==> src/rtl/param_deserializer_fsm_pkg.sv <==
// Shared types for the parametrised serial deserializer: FSM encoding and
// a constant-foldable ceil(log2) used to size the bit counter.
package param_deserializer_fsm_pkg;

    typedef enum logic {
        IDLE  = 1'b0,
        SHIFT = 1'b1
    } state_t;

    function automatic int clog2(input int n);
        int r;
        r = 0;
        while ((1 << r) < n) r++;
        return r;
    endfunction

endpackage

==> src/rtl/param_deserializer_fsm_if.sv <==
// Pin-side serial signals plus the word-side handshake of the deserializer.
// The deserializer is the "slave" end; the serial driver/consumer is "master".
interface param_deserializer_fsm_if
    import param_deserializer_fsm_pkg::*;
#(
    parameter int WIDTH = 14
);
    localparam int CW = clog2(WIDTH + 2);

    logic             ss;
    logic             sclk;
    logic             data_in;
    logic             ack;
    logic [WIDTH-1:0] data_out;
    logic             ready;
    logic             frame_err;
    logic             overrun;
    logic             state;
    logic [CW-1:0]    bit_count;

    modport master (
        output ss, sclk, data_in, ack,
        input  data_out, ready, frame_err, overrun, state, bit_count
    );

    modport slave (
        input  ss, sclk, data_in, ack,
        output data_out, ready, frame_err, overrun, state, bit_count
    );

endinterface

==> src/rtl/param_deserializer_fsm_sync_edge_detect.sv <==
// Multi-flop synchroniser for an asynchronous pin with registered
// single-cycle rise/fall pulses taken from the settled end of the chain.
module sync_edge_detect #(
    parameter int   STAGES    = 2,
    parameter logic RESET_VAL = 1'b0
) (
    input  logic clock,
    input  logic reset,
    input  logic async_in,
    output logic sync_out,
    output logic rise,
    output logic fall
);

    logic [STAGES-1:0] chain;
    logic              prev;

    always_ff @(posedge clock or posedge reset) begin
        if (reset) begin
            chain <= {STAGES{RESET_VAL}};
            prev  <= RESET_VAL;
            rise  <= 1'b0;
            fall  <= 1'b0;
        end else begin
            chain <= {chain[STAGES-2:0], async_in};
            prev  <= chain[STAGES-1];
            rise  <= chain[STAGES-1] & ~prev;
            fall  <= ~chain[STAGES-1] & prev;
        end
    end

    assign sync_out = chain[STAGES-1];

endmodule

==> src/rtl/param_deserializer_fsm.sv <==
// Slave-select framed serial-to-parallel receiver: shifts exactly WIDTH bits
// per frame and hands the word over with a ready/ack handshake.
module param_deserializer_fsm
    import param_deserializer_fsm_pkg::*;
#(
    parameter int WIDTH       = 14,
    parameter bit MSB_FIRST   = 1'b1,
    parameter bit SAMPLE_EDGE = 1'b0,
    parameter int SYNC_STAGES = 2
) (
    input logic                    clock,
    input logic                    reset,
    param_deserializer_fsm_if.slave bus
);

    localparam int            CW       = clog2(WIDTH + 2);
    localparam logic [CW-1:0] CNT_FULL = CW'(WIDTH);
    localparam logic [CW-1:0] CNT_SAT  = CW'(WIDTH + 1);

    logic ss_sync, ss_rise, ss_fall;
    logic sclk_sync, sclk_rise, sclk_fall;
    logic sample_evt, d;
    logic sync_unused;
    logic [SYNC_STAGES-1:0] d_sync;

    state_t           state_q, state_d;
    logic [CW-1:0]    cnt_q, cnt_d, cnt_nx;
    logic [WIDTH-1:0] sr_q, sr_d, sr_nx;
    logic [WIDTH-1:0] dout_q, dout_d;
    logic             ready_q, ready_d;
    logic             ferr_q, ferr_d;
    logic             ovr_q, ovr_d;
    logic             complete;

    sync_edge_detect #(.STAGES(SYNC_STAGES), .RESET_VAL(1'b1)) u_ss (
        .clock(clock), .reset(reset), .async_in(bus.ss),
        .sync_out(ss_sync), .rise(ss_rise), .fall(ss_fall)
    );

    // Idle level of sclk is the level just before the sampling edge.
    sync_edge_detect #(.STAGES(SYNC_STAGES), .RESET_VAL(SAMPLE_EDGE)) u_sclk (
        .clock(clock), .reset(reset), .async_in(bus.sclk),
        .sync_out(sclk_sync), .rise(sclk_rise), .fall(sclk_fall)
    );

    assign sync_unused = ss_sync ^ sclk_sync;
    assign sample_evt  = SAMPLE_EDGE ? sclk_fall : sclk_rise;
    assign d           = d_sync[SYNC_STAGES-1];

    always_ff @(posedge clock or posedge reset) begin
        if (reset) d_sync <= '0;
        else       d_sync <= {d_sync[SYNC_STAGES-2:0], bus.data_in};
    end

    always_ff @(posedge clock or posedge reset) begin
        if (reset) begin
            state_q <= IDLE;
            cnt_q   <= '0;
            sr_q    <= '0;
            dout_q  <= '0;
            ready_q <= 1'b0;
            ferr_q  <= 1'b0;
            ovr_q   <= 1'b0;
        end else begin
            state_q <= state_d;
            cnt_q   <= cnt_d;
            sr_q    <= sr_d;
            dout_q  <= dout_d;
            ready_q <= ready_d;
            ferr_q  <= ferr_d;
            ovr_q   <= ovr_d;
        end
    end

    always_comb begin
        state_d  = state_q;
        cnt_d    = cnt_q;
        sr_d     = sr_q;
        dout_d   = dout_q;
        ready_d  = ready_q;
        ferr_d   = 1'b0;
        ovr_d    = 1'b0;
        complete = 1'b0;

        // A bit sampled in the same cycle as ss_rise still counts toward the frame.
        cnt_nx = cnt_q;
        sr_nx  = sr_q;
        if (sample_evt) begin
            cnt_nx = (cnt_q == CNT_SAT) ? cnt_q : cnt_q + 1'b1;
            if (MSB_FIRST) sr_nx = {sr_q[WIDTH-2:0], d};
            else           sr_nx = {d, sr_q[WIDTH-1:1]};
        end

        case (state_q)
            IDLE: begin
                if (ss_fall) begin
                    state_d = SHIFT;
                    cnt_d   = '0;
                    sr_d    = '0;
                end
            end
            SHIFT: begin
                if (ss_fall) begin
                    cnt_d = '0;
                    sr_d  = '0;
                end else if (ss_rise) begin
                    state_d = IDLE;
                    cnt_d   = cnt_nx;
                    sr_d    = sr_nx;
                    if (cnt_nx == CNT_FULL) complete = 1'b1;
                    else                    ferr_d   = 1'b1;
                end else begin
                    cnt_d = cnt_nx;
                    sr_d  = sr_nx;
                end
            end
        endcase

        if (complete) begin
            if (!ready_q || bus.ack) begin
                dout_d  = sr_nx;
                ready_d = 1'b1;
            end else begin
                ovr_d = 1'b1;
            end
        end else if (bus.ack) begin
            ready_d = 1'b0;
        end
    end

    assign bus.data_out  = dout_q;
    assign bus.ready     = ready_q;
    assign bus.frame_err = ferr_q;
    assign bus.overrun   = ovr_q;
    assign bus.state     = state_q;
    assign bus.bit_count = cnt_q;

endmodule

==> src/flat_wrapper.sv <==
// flat-port wrapper written by rule: the top's interface ports become plain ports
module param_deserializer_fsm_flat import param_deserializer_fsm_pkg::*;
#(
    parameter int WIDTH       = 14,
    parameter bit MSB_FIRST   = 1'b1,
    parameter bit SAMPLE_EDGE = 1'b0,
    parameter int SYNC_STAGES = 2
)
  (clock, reset, bus_ss, bus_sclk, bus_data_in, bus_ack, bus_data_out, bus_ready, bus_frame_err, bus_overrun, bus_state, bus_bit_count);
  param_deserializer_fsm_if #(.WIDTH(WIDTH)) bus_i ();
  input logic clock;
  input logic reset;
  input wire logic [$bits(bus_i.ss)-1:0] bus_ss;
  input wire logic [$bits(bus_i.sclk)-1:0] bus_sclk;
  input wire logic [$bits(bus_i.data_in)-1:0] bus_data_in;
  input wire logic [$bits(bus_i.ack)-1:0] bus_ack;
  output wire logic [$bits(bus_i.data_out)-1:0] bus_data_out;
  output wire logic [$bits(bus_i.ready)-1:0] bus_ready;
  output wire logic [$bits(bus_i.frame_err)-1:0] bus_frame_err;
  output wire logic [$bits(bus_i.overrun)-1:0] bus_overrun;
  output wire logic [$bits(bus_i.state)-1:0] bus_state;
  output wire logic [$bits(bus_i.bit_count)-1:0] bus_bit_count;
  assign bus_i.ss = bus_ss;
  assign bus_i.sclk = bus_sclk;
  assign bus_i.data_in = bus_data_in;
  assign bus_i.ack = bus_ack;
  assign bus_data_out = bus_i.data_out;
  assign bus_ready = bus_i.ready;
  assign bus_frame_err = bus_i.frame_err;
  assign bus_overrun = bus_i.overrun;
  assign bus_state = bus_i.state;
  assign bus_bit_count = bus_i.bit_count;
  param_deserializer_fsm #(.WIDTH(WIDTH), .MSB_FIRST(MSB_FIRST), .SAMPLE_EDGE(SAMPLE_EDGE), .SYNC_STAGES(SYNC_STAGES)) u_core (.clock(clock), .reset(reset), .bus(bus_i));
endmodule
==> config.mk <==
export PLATFORM = sky130hd
export DESIGN_NAME = param_deserializer_fsm_flat
export DESIGN_NICKNAME = d
export VERILOG_FILES = /design/src/rtl/param_deserializer_fsm_pkg.sv /design/src/rtl/param_deserializer_fsm_if.sv /design/src/rtl/param_deserializer_fsm_sync_edge_detect.sv /design/src/rtl/param_deserializer_fsm.sv /design/src/flat_wrapper.sv
export SDC_FILE = /design/constraint.sdc
export NUM_CORES = 1
export LEC_CHECK = 0
export BUFFER_PORTS_ARGS = -buffer_cell sky130_fd_sc_hd__buf_2
export CAP_MARGIN = 20
export CORE_UTILIZATION = 25
export CTS_CLUSTER_SIZE = 24
export DETAILED_ROUTE_END_ITERATION = 12
export PLACE_DENSITY_LB_ADDON = 0.25
export SETUP_SLACK_MARGIN = 0.4
export SYNTH_ARGS = -nofsm -noshare
export SYNTH_HDL_FRONTEND = slang
export SYNTH_HIERARCHICAL = 1
export SYNTH_SLANG_ARGS = --single-unit
==> constraint.sdc <==
create_clock -name clock -period 3.3 [get_ports clock]
set_input_delay 0.66 -clock clock [delete_from_list [all_inputs] [get_ports clock]]
set_output_delay 0.66 -clock clock [all_outputs]
set_load 0.01 [all_outputs]
; Word-level counts from Yosys, hierarchy flattened
; Index checks and enable logic that the tools add are counted.
; W data, S select, Z words.
[totals]
reg_bits = 47
in_bits = 6
output_inout_bits = 22
elab_cells = 58
[classes]
n_addsub = 1
eq_ne = 4
n_mux = 26
n_bitwise = 7
n_reduce_logical = 5
[ops]
columns = cell, count
row1 = $mux W14, 3
row2 = $pmux W14 S2, 1
row3 = $mux W1, 16
row4 = $mux W4, 4
row5 = $eq A4 B4 Y1 const B, 2
row6 = $pmux W4 S2, 1
row7 = $add A4 B1 Y4 const B, 1
row8 = $ne A2 B2 Y1 const B, 2
row9 = $not A1 Y1, 4
row10 = $reduce_and A2 Y1, 2
row11 = $and A1 B1 Y1, 3
row12 = $pmux W1 S2, 1
row13 = $reduce_bool A2 Y1, 1
row14 = $logic_not A1 Y1, 1
row15 = $logic_or A1 B1 Y1, 1

; Longest topological paths before layout
; Gate-level depths: netlist (run 1).
[logic_depth]
ltp_word = 10
mapped_depth = 7
mapped_depth_nobuf = 6

; By module
; The synthesis (run 1) kept the hierarchy.
[modules_own_cells]
columns = mod, n_inst, cells_per_inst, area_per_inst_um2, seq_area_each_um2
row1 = param_deserializer_fsm, 1, 151, 1757.9, 950.9
row2 = sync_edge_detect at u_core.u_ss, 1, 8, 147.6, 128.9
row3 = sync_edge_detect at u_core.u_sclk, 1, 8, 143.9, 125.1

; Worst setup path before layout (run 1)
; No wires, ideal clock.
[synth_path]
path_type = register to register
from = register u_core.cnt_q[0], in the netlist u_core/bus.bit_count[0]
to = register u_core.dout_q[0], in the netlist u_core/bus.data_out[0]
setup_time_ns = 0.125
arrival_ns = 2.324
slack_ns = 0.851
path_stages_with_launch = 7
period_less_slack_ns = 2.449
cell_sequence = dfrtp_1 > ha_1 > or4b_1 > a32o_2 > nor3b_4 > buf_12 > mux2_4
[synth_between]
elab_chain_cells = 9
[synth_lines]
columns = item, line
row1 = from (decl), param_deserializer_fsm.sv:27  ; logic [CW-1:0] cnt_q, cnt_d, cnt_nx;
row2 = from (signal assigned), param_deserializer_fsm.sv:66  ; cnt_q <= cnt_d;
row3 = $add A4 B1 Y4 / $eq A4 B4 Y1 (equally long branches), param_deserializer_fsm.sv:89  ; cnt_nx = (cnt_q == CNT_SAT) ? cnt_q : cnt_q + 1'b1;
row4 = $mux W4, param_deserializer_fsm.sv:89
row5 = $mux W4 *, param_deserializer_fsm.sv:88  ; if (sample_evt) begin
row6 = $eq A4 B4 Y1 *, param_deserializer_fsm.sv:110  ; if (cnt_nx == CNT_FULL) complete = 1'b1;
row7 = $mux W1 *, param_deserializer_fsm.sv:110
row8 = $mux W1 *, param_deserializer_fsm.sv:106  ; end else if (ss_rise) begin
row9 = $mux W1 *, param_deserializer_fsm.sv:103  ; if (ss_fall) begin
row10 = $mux W1 *, param_deserializer_fsm.sv:94  ; case (state_q)
row11 = $reduce_and A2 Y1 (no line) *, -
row12 = to (signal assigned), param_deserializer_fsm.sv:68  ; dout_q <= dout_d;
row13 = to (decl), param_deserializer_fsm.sv:29  ; logic [WIDTH-1:0] dout_q, dout_d;
; Mark *: on every way between the ends. The rest lies on a longest branch, timed or not.
; A chain may end at the register's enable or synchronous reset.

; Worst setup path in the final report (run 1)
[layout_path]
from = register u_core.cnt_q[0], in the netlist u_core/bus.bit_count[0]
to = register u_core.dout_q[6], in the netlist u_core/bus.data_out[6]
; The elaborated chain is that of the path after synthesis.

==> flow_metrics.py, run 1 <==
metrics = {
    "clock_network": {
        "cts_made_buffers": 5,
        "cts.repair.resized": 0,
        "cts_setup_buffers": 0,
        "h-tree-depth": 2,
        "clkSinkCount": 47,
        "cts.reportedPaths.clkPinSlew_ps": 90,
        "clkLatencyLatePin_ps": 300,
        "cts_tree": "yes",
        "cts-root-buf": "clkbuf_8",
        "cts_buffer_depth": 2,
        "ctsHoldBuffers": 0,
    },
    "placement": {
        "io_buffers": 27,
        "gp_congestion": 0.6677,
        "pre_cts_ws_ps": 772.0,
        "hpwl_mm": 2.445,
    },
    "global_route": {
        "grt_use_total_pct": 10.04,
        "grt_max_degree": 23,
        "grt_pass1_vias": 1297,
        "grt_pass1_wl_mm": 6.451,
        "gr-usage-met2_pct": 15.73,
        "grt_use_met3_pct": 3.151,
        "grt-busiest-layer": "met2",
        "met1_usage_pct": 12.83,
        "antenna_found_initial": 0,
        "grt_overflow": 0,
    },
    "floorplan": {
        "fp.dieArea_sq_um": 8425,
        "coreArea_sq_um": 7767,
        "start_util_pct": 25.95,
        "fp-row-count": 32,
        "die_w_um": 91.79,
        "num_io_pins": 28,
        "die_h_um": 91.79,
    },
    "power": {
        "p_clk_share_pct": 35.0,
        "seqPwrFrac_pct": 58.4,
        "power.leakage_uw": 0.001124,
        "switching_share_pct": 24.67,
        "switching_power_uw": 258.9,
        "power_density_nw_per_um2": 446.6,
        "max-vdd-ir-drop_mv": 0.1890,
        "internal-power_uw": 790.6,
        "power.share.combinational_pct": 6.6,
    },
    "yosys": {
        "syn_inst": 165,
        "syn-num-nets": 172,
        "syn_area_sq_um": 2016,
        "yosysWarnings": 6,
        "avgSynthCellArea_sq_um": 12.22,
    },
    "setup_path": {
        "crit_chain": "ha_1 > or4b_1 > a32o_2 > nor3b_4 > buf_4 > mux2_2",
        "reg2reg_from": "u_core/bus.bit_count[0]$_DFFE_PP0P_",
        "worstPathRequired_ps": 3490,
        "crit_path_end_kind": "flip-flop",
        "critPathKind": "reg -> reg",
        "regToRegEndpoint": "u_core/bus.data_out[6]$_DFFE_PP0P_",
        "reg2reg_depth": 6,
        "cp_max_fo": 14,
        "cp-start-kind": "flip-flop",
        "ff2ff_setup_slack_ps": 770,
        "critical-path-max-stage-delay_ps": 520,
        "cp_slowest_cell": "or4b_1",
        "critical_path_arrival_ps": 2730,
    },
    "finish": {
        "n_antenna_cell": 0,
        "syn2layout_area_growth_pct": 16.57,
        "final_nets": 201,
        "drive_gt1_share_pct": 37.44,
        "n_fill_cell": 822,
    },
    "timing": {
        "worst_slack_ps": 767.4,
        "fmax_mhz": 394.9,
        "worst_pin_slew_ps": 763.3,
        "rsz0062_at_grt": "no",
        "hold_viol": 0,
        "finalSetupViolCount": 0,
        "fin_tns_setup_ps": 0,
        "final_max_slew_viol_count": 0,
        "finalClockSkew_ps": 10.34,
        "relSlewSlack_pct": 49.05,
        "fin_crit_ps": 2533,
        "fin_crit_sh_pct": 76.75,
    },
    "drt": {
        "vias": 1253,
        "avgRoutedWirePerCell_um": 12.69,
        "wirelength_mm": 3.768,
        "drt_iter0_drc": 46,
        "dr.pass1.iters": 4,
        "avgViaCountPerCell": 4.219,
        "ant_nets": 0,
        "drc": 0,
    },
    "worst_hold_path": {
        "hold_class": "in -> async",
    },
    "run": {
        "maxCapViolations": 0,
    },
    "outcome": {
        "outcome": "completed",
    },
}
registers in the layout, indices dropped and copies added (netlist names):
register / flops
u_core/bus.frame_err: 1
u_core/u_ss/fall: 1
u_core/bus.state: 1
u_core/bus.data_out: 14
u_core/u_ss/prev: 1
u_core/u_ss/chain: 2
u_core/bus.overrun: 1
u_core/u_sclk/rise: 1
u_core/u_sclk/prev: 1
u_core/u_ss/rise: 1
u_core/bus.bit_count: 4
u_core/sr_q: 14
u_core/u_sclk/chain: 2
u_core/bus.ready: 1
u_core/d_sync: 2
critical path, delay by kind of cell, from the launching register on:
family                     cells  cell delay (ps)
and+or+nand+nor                2              700
buffers and inverters          1              290
DFF                            1              470
adders and majority gates      1              300
muxes                          1              370
AOI/OAI and AO/OA              1              310
power by group through the flow:
| stage | logic, uW | registers (uW) | clock network, uW |
|---|---|---|---|
| 2_1_floorplan | 45.6 | 622 | 0 |
| 3_3_place_gp | 70.6 | 624 | 0 |
| 3_5_place_dp | 70.8 | 625 | 0 |
| 4_1_cts | 71.8 | 614 | 386 |
| 5_1_grt | 81.5 | 618 | 408 |
| 6_report | 69.1 | 613 | 367 |
placed cells by master, fill, tap and decap left out, types with 5 or more instances in the layout:
master and count:
dfrtp_1 44, nand2_1 30, buf_2 27, mux2_2 18, a21oi_1 15, mux2_4 10
clkbuf_8 6, nand3_1 5, inv_1 5, nor2_1 5
area by class of cell:
class                   instances  area, sq um  area share, %
multi-input cells             105        770.7          32.80
clock buffers                   7        86.33          3.674
inverters                       5        18.77         0.7987
well taps                     102        127.6          5.431
clock inverters                 1        8.758         0.3727
flip-flops and latches         47         1180          50.21
repair buffers                 30        157.7          6.709
routing by layer:
layer	wire length, um	vias to the layer above	part of all wire [%]
met3	160	7	4.2
met5	0	-	0
met1	1811	604	48
met4	56	0	1.5
li1	-	618	-
met2	1740	24	46
how the worst max path moves through the flow:
stage	from	to	cells after the start	slack (ps)
finish	u_core/bus.bit_count[0]$_DFFE_PP0P_	u_core/bus.data_out[6]$_DFFE_PP0P_	6	770
global route	u_core/bus.bit_count[0]$_DFFE_PP0P_	u_core/bus.data_out[9]$_DFFE_PP0P_	6	640
CTS	u_core/bus.bit_count[0]$_DFFE_PP0P_	u_core/bus.data_out[9]$_DFFE_PP0P_	6	760
detailed placement	u_core/bus.bit_count[0]$_DFFE_PP0P_	u_core/bus.data_out[6]$_DFFE_PP0P_	6	770
global placement	u_core/bus.bit_count[0]$_DFFE_PP0P_	u_core/bus.data_out[6]$_DFFE_PP0P_	6	820
floorplan	u_core/bus.bit_count[0]$_DFFE_PP0P_	u_core/bus.data_out[0]$_DFFE_PP0P_	6	850
metrics by stage:
step	utilization (%)	instances	hold WS [ps]	instance area, sq um	power [uW]
after global placement	29.03	289	335.3	2255	694.2
final	30.25	297	247.2	2350	1050
after CTS	30.25	297	242.6	2350	1072
after detailed placement	29.03	289	336.3	2255	695.9
after floorplan	-	165	331.2	2016	667.3
after global routing	30.25	297	256.6	2350	1107
No activity file was read; power rests on OpenSTA's default activity.
==> run 2, diff against run 1 <==
==> constraint.sdc (replaced) <==
create_clock -name clock -period 2.4 [get_ports clock]
set_input_delay 0.48 -clock clock [delete_from_list [all_inputs] [get_ports clock]]
set_output_delay 0.48 -clock clock [all_outputs]
set_load 0.01 [all_outputs]
==> run 2 against run 1 <==
Compared with the run above:
- clock skew decreased by 4.4 ps
- largest power group unchanged
- combinational power up 97%
- highest routed layer unchanged
- first-iteration DRC count up 140%
- via count rose by 6.5%
- cell area increased by 7.5%
- worst hold slack lost 180 ps
- flip-flop and latch count did not move
- global-route usage decreased by 0.20 points
- register-to-register slack worse by 580 ps
- largest cell class unchanged
- sequential power is 37% higher
==> flow_metrics.py, run 2 (synthesis results as in run 1) <==
metrics = {
    "placement": {
        "gp_congestion": 0.7445,
        "pre_cts_ws_ps": 133.3,
        "hpwl_mm": 2.618,
        "io_buffers": 27,
    },
    "worst_hold_path": {
        "hold_class": "in -> async",
    },
    "power": {
        "power_density_nw_per_um2": 629.0,
        "power.leakage_uw": 0.001207,
        "p_clk_share_pct": 38.6,
        "internal-power_uw": 1222,
        "switching_share_pct": 23.03,
        "seqPwrFrac_pct": 52.9,
        "power.share.combinational_pct": 8.5,
        "switching_power_uw": 365.8,
        "max-vdd-ir-drop_mv": 0.2868,
    },
    "timing": {
        "rsz0062_at_grt": "yes",
        "finalSetupViolCount": 0,
        "final_max_slew_viol_count": 0,
        "fin_tns_setup_ps": 0,
        "hold_viol": 0,
        "relSlewSlack_pct": 45.51,
        "worst_slack_ps": 183.7,
        "fin_crit_ps": 2216,
        "worst_pin_slew_ps": 816.4,
        "whs_ps": 65.98,
        "finalClockSkew_ps": 5.920,
        "fmax_mhz": 451.2,
        "fin_crit_sh_pct": 92.35,
    },
    "drt": {
        "dr.pass1.iters": 4,
        "drt_iter0_drc": 110,
        "wirelength_mm": 3.927,
        "avgRoutedWirePerCell_um": 12.67,
        "vias": 1334,
        "drc": 0,
        "avgViaCountPerCell": 4.303,
        "ant_nets": 0,
    },
    "clock_network": {
        "cts.reportedPaths.clkPinSlew_ps": 90,
        "cts_made_buffers": 5,
        "h-tree-depth": 2,
        "cts_tree": "yes",
        "ctsHoldBuffers": 0,
        "cts_buffer_depth": 2,
        "clkSinkCount": 47,
        "cts-root-buf": "clkbuf_8",
        "clkLatencyLatePin_ps": 300,
    },
    "floorplan": {
        "num_io_pins": 28,
        "die_h_um": 91.79,
        "fp-row-count": 32,
        "die_w_um": 91.79,
        "fp.dieArea_sq_um": 8425,
        "coreArea_sq_um": 7767,
        "start_util_pct": 25.95,
    },
    "outcome": {
        "outcome": "completed",
    },
    "finish": {
        "final_common_cell": "dfrtp_1",
        "final_cell_mix": "41 x dfrtp_1, 30 x nand2_1, 27 x buf_2",
        "final_nets": 214,
        "n_antenna_cell": 0,
        "syn2layout_area_growth_pct": 25.26,
        "drive_gt1_share_pct": 43.75,
    },
    "setup_path": {
        "cp-start-kind": "flip-flop",
        "critical-path-max-stage-delay_ps": 460,
        "critical_path_arrival_ps": 2400,
        "crit_chain": "ha_4 > or4b_1 > a32o_2 > nor3b_4 > buf_6 > mux2_4",
        "critPathKind": "reg -> reg",
        "crit_path_end_kind": "flip-flop",
        "cp_slowest_cell": "or4b_1",
        "cp_max_fo": 9,
        "worstPathRequired_ps": 2580,
        "ff2ff_setup_slack_ps": 180,
    },
    "global_route": {
        "grt_max_degree": 20,
        "antenna_found_initial": 0,
        "grt_use_total_pct": 9.838,
        "grt_pass1_vias": 1283,
        "grt_pass1_wl_mm": 6.417,
        "grt_overflow": 0,
    },
    "run": {
        "maxCapViolations": 0,
    },
}
## run 2: worst max-delay path: cells and delay by family, from the launching register on
| kind | cells | cell delay, ps |
|---|---|---|
| DFF | 1 | 450 |
| and+or+nand+nor | 2 | 670 |
| adders and majority gates | 1 | 170 |
| muxes | 1 | 310 |
| AOI/OAI and AO/OA | 1 | 280 |
| buffers and inverters | 1 | 210 |
## run 2: final timing paths
check	startpoint	endpoint	cells past startpoint
worst min-delay path	reset	u_core/u_sclk/prev$_DFF_PP0_	2
max in group asynchronous	reset	u_core/bus.data_out[5]$_DFFE_PP0P_	3
worst max-delay path	u_core/bus.bit_count[0]$_DFFE_PP0P_	u_core/bus.data_out[2]$_DFFE_PP0P_	6
worst max register to register	u_core/bus.bit_count[0]$_DFFE_PP0P_	u_core/bus.data_out[2]$_DFFE_PP0P_	6
min in group clock	bus_ss	u_core/u_ss/chain[0]$_DFF_PP1_	1
worst min register to register	u_core/d_sync[0]$_DFF_PP0_	u_core/d_sync[1]$_DFF_PP0_	0
## run 2: metrics by stage
step	cells	total power (uW)	instance area, sq um	utilization, %
final	310	1588	2525	32.51
after global routing	310	1658	2525	32.51
after detailed placement	295	972.5	2327	29.96
after CTS	309	1616	2516	32.39
after global placement	295	971.7	2327	29.96
after floorplan	165	925.3	2031	-
## run 2: power by group through the flow
stage / Sequential, uW / Combinational, uW / Clock, uW
5_1_grt: 843 / 152 / 663
6_report: 840 / 136 / 613
2_1_floorplan: 859 / 66.1 / 0
4_1_cts: 840 / 137 / 639
3_5_place_dp: 859 / 113 / 0
3_3_place_gp: 859 / 113 / 0
## run 2: routing by layer
| layer | global-route usage [%] | up-vias | share of wire [%] |
|---|---|---|---|
| met5 | 0 | - | 0 |
| met1 | 13.60 | 650 | 49 |
| met3 | 2.570 | 5 | 4.3 |
| met2 | 14.66 | 33 | 45 |
| li1 | - | 646 | - |
| met4 | 3.906 | 0 | 1.5 |
## run 2: layout make-up
class | count | area [sq um]
timing repair buffer | 43 | 275.3
clock buffer | 6 | 82.58
inverter | 5 | 18.77
tap | 102 | 127.6
sequential | 47 | 1184
fill | 825 | 5243
clock inverter | 2 | 38.79
multi-input combinational | 105 | 798.3
## run 2: timing repair
| action | 4_1_cts | 5_1_grt |
|---|---|---|
| endpoints found under the setup margin | 14 | 14 |
| setup buffers | 6 | 1 |
| resized for setup | 6 | 1 |
==> run 3, diff against run 2 <==
--- a/config.mk
+++ b/config.mk
@@ -5,11 +5,13 @@
 export SDC_FILE = /design/constraint.sdc
 export NUM_CORES = 1
 export LEC_CHECK = 0
+export ABC_AREA = 1
 export BUFFER_PORTS_ARGS = -buffer_cell sky130_fd_sc_hd__buf_2
 export CAP_MARGIN = 20
 export CORE_UTILIZATION = 25
 export CTS_CLUSTER_SIZE = 24
 export DETAILED_ROUTE_END_ITERATION = 12
+export HOLD_SLACK_MARGIN = 0.06
 export PLACE_DENSITY_LB_ADDON = 0.25
 export SETUP_SLACK_MARGIN = 0.4
 export SYNTH_ARGS = -nofsm -noshare
==> run 3 against run 2 <==
Compared with the run above:
- sequential share of layout area grew 2.1 points
- combinational power is 9% lower
- non-clock buffer count decreased by 7
- highest routed layer unchanged
==> flow_metrics.py, run 3 <==
metrics = {
    "worst_hold_path": {
        "hold_class": "in -> async",
    },
    "clock_network": {
        "cts.reportedPaths.clkPinSlew_ps": 90,
        "clkLatencyLatePin_ps": 300,
        "ctsHoldBuffers": 0,
        "cts_buffer_depth": 2,
        "cts-root-buf": "clkbuf_8",
        "cts_made_buffers": 5,
        "h-tree-depth": 2,
        "cts_tree": "yes",
        "clkSinkCount": 47,
    },
    "timing": {
        "fin_crit_sh_pct": 74.57,
        "rsz0062_at_grt": "no",
        "final_max_slew_viol_count": 0,
        "finalSetupViolCount": 0,
        "finalClockSkew_ps": 9.917,
        "worst_slack_ps": 610.4,
        "fin_tns_setup_ps": 0,
        "fmax_mhz": 558.8,
        "relSlewSlack_pct": 52.16,
        "hold_viol": 0,
        "whs_ps": 66.85,
        "worst_pin_slew_ps": 716.9,
        "fin_crit_ps": 1790,
    },
    "global_route": {
        "grt_use_total_pct": 10.41,
        "grt_overflow": 0,
        "grt_max_degree": 39,
        "grt_pass1_vias": 1471,
        "grt_pass1_wl_mm": 6.955,
        "antenna_found_initial": 0,
    },
    "drt": {
        "ant_nets": 0,
        "wirelength_mm": 4.155,
        "vias": 1606,
        "drt_iter0_drc": 98,
        "avgRoutedWirePerCell_um": 11.41,
        "dr.pass1.iters": 4,
        "avgViaCountPerCell": 4.412,
        "drc": 0,
    },
    "floorplan": {
        "start_util_pct": 26.15,
        "die_w_um": 92.38,
        "die_h_um": 92.38,
        "num_io_pins": 28,
        "fp.dieArea_sq_um": 8533,
        "coreArea_sq_um": 7807,
        "fp-row-count": 32,
    },
    "outcome": {
        "outcome": "completed",
    },
    "yosys": {
        "yosysWarnings": 6,
        "syn-num-nets": 237,
        "syn_inst": 230,
        "avgSynthCellArea_sq_um": 8.878,
        "syn_area_sq_um": 2042,
    },
    "placement": {
        "dp.cells": 350,
        "gp_congestion": 0.7292,
        "hpwl_mm": 2.808,
        "pre_cts_ws_ps": 564.4,
        "io_buffers": 27,
    },
    "finish": {
        "syn2layout_area_growth_pct": 18.08,
        "final_cell_mix": "62 x nand2_1, 44 x dfrtp_1, 30 x o21ai_0",
        "drive_gt1_share_pct": 20.61,
        "final_nets": 268,
        "layout.cells.non_filler": 364,
        "final_common_cell": "nand2_1",
        "n_antenna_cell": 0,
    },
    "setup_path": {
        "critical_path_arrival_ps": 1990,
        "crit_path_end_kind": "flip-flop",
        "cp_max_fo": 11,
        "ff2ff_setup_slack_ps": 610,
        "worstPathRequired_ps": 2600,
        "cp-start-kind": "flip-flop",
        "critPathKind": "reg -> reg",
        "reg2reg_depth": 10,
    },
    "power": {
        "power_density_nw_per_um2": 604.0,
        "power.leakage_uw": 0.001217,
        "max-vdd-ir-drop_mv": 0.1765,
    },
    "run": {
        "maxCapViolations": 0,
    },
}
[run 3: worst max-delay path, cell delays in order (launching register included)]
cell and delay (ps):
dfrtp_1 420, ha_1 230, nand3_1 140, nand2_1 110, nand2_1 50, nand2_1 90, nand2_2 90, nor2_8 210
nand3_2 180, nand2_1 130, nand2_1 50
[run 3: repair_timing]
| action | 4_1_cts | 5_1_grt |
|---|---|---|
| setup endpoints to repair | 0 | 14 |
| hold endpoints to repair | 0 | 0 |
| setup buffers | 0 | 5 |
| gates resized for setup | 0 | 0 |
[run 3: cell type report]
cell class,instances,area (sq um)
flip-flops and latches,47,1180
repair buffers,36,202.7
clock inverters,2,16.27
multi-input cells,143,696.9
well taps,102,127.6
fillers,848,5396
clock buffers,6,82.58
inverters,28,105.1
[run 3: layer usage]
layer / routed length, um / vias up / global-route usage (%)
met3: 142 / 5 / 2.709
met4: 59 / 0 / 3.906
li1: - / 809 / -
met5: 0 / - / 0
met2: 1830 / 28 / 16.23
met1: 2122 / 764 / 13.78
[run 3: stage by stage]
stage | utilization [%] | power (uW) | cell area, sq um
floorplan | - | 931.0 | 2042
global placement | 29.01 | 972.1 | 2265
detailed placement | 29.01 | 972.9 | 2265
CTS | 30.27 | 1486 | 2364
global route | 30.88 | 1534 | 2411
finish | 30.88 | 1456 | 2411
[run 3: final timing paths]
| check | startpoint | end |
|---|---|---|
| setup reg to reg | u_core/bus.bit_count[1]$_DFFE_PP0P_ | u_core/bus.data_out[9]$_DFFE_PP0P_ |
| setup / recovery | u_core/bus.bit_count[1]$_DFFE_PP0P_ | u_core/bus.data_out[9]$_DFFE_PP0P_ |
| min in group clock | bus_ss | u_core/u_ss/chain[0]$_DFF_PP1_ |
| hold reg to reg | u_core/d_sync[0]$_DFF_PP0_ | u_core/d_sync[1]$_DFF_PP0_ |
| max in group asynchronous | reset | u_core/sr_q[6]$_DFFE_PP0P_ |
| hold / removal | reset | u_core/u_sclk/chain[0]$_DFF_PP0_ |
[run 3: power by group]
| part | internal, uW | switching, uW | leakage, uW |
|---|---|---|---|
| registers | 815 | 14.9 | 0.000627 |
| logic | 32.6 | 91.7 | 0.000543 |
| clock network | 235 | 266 | 0.0000474 |
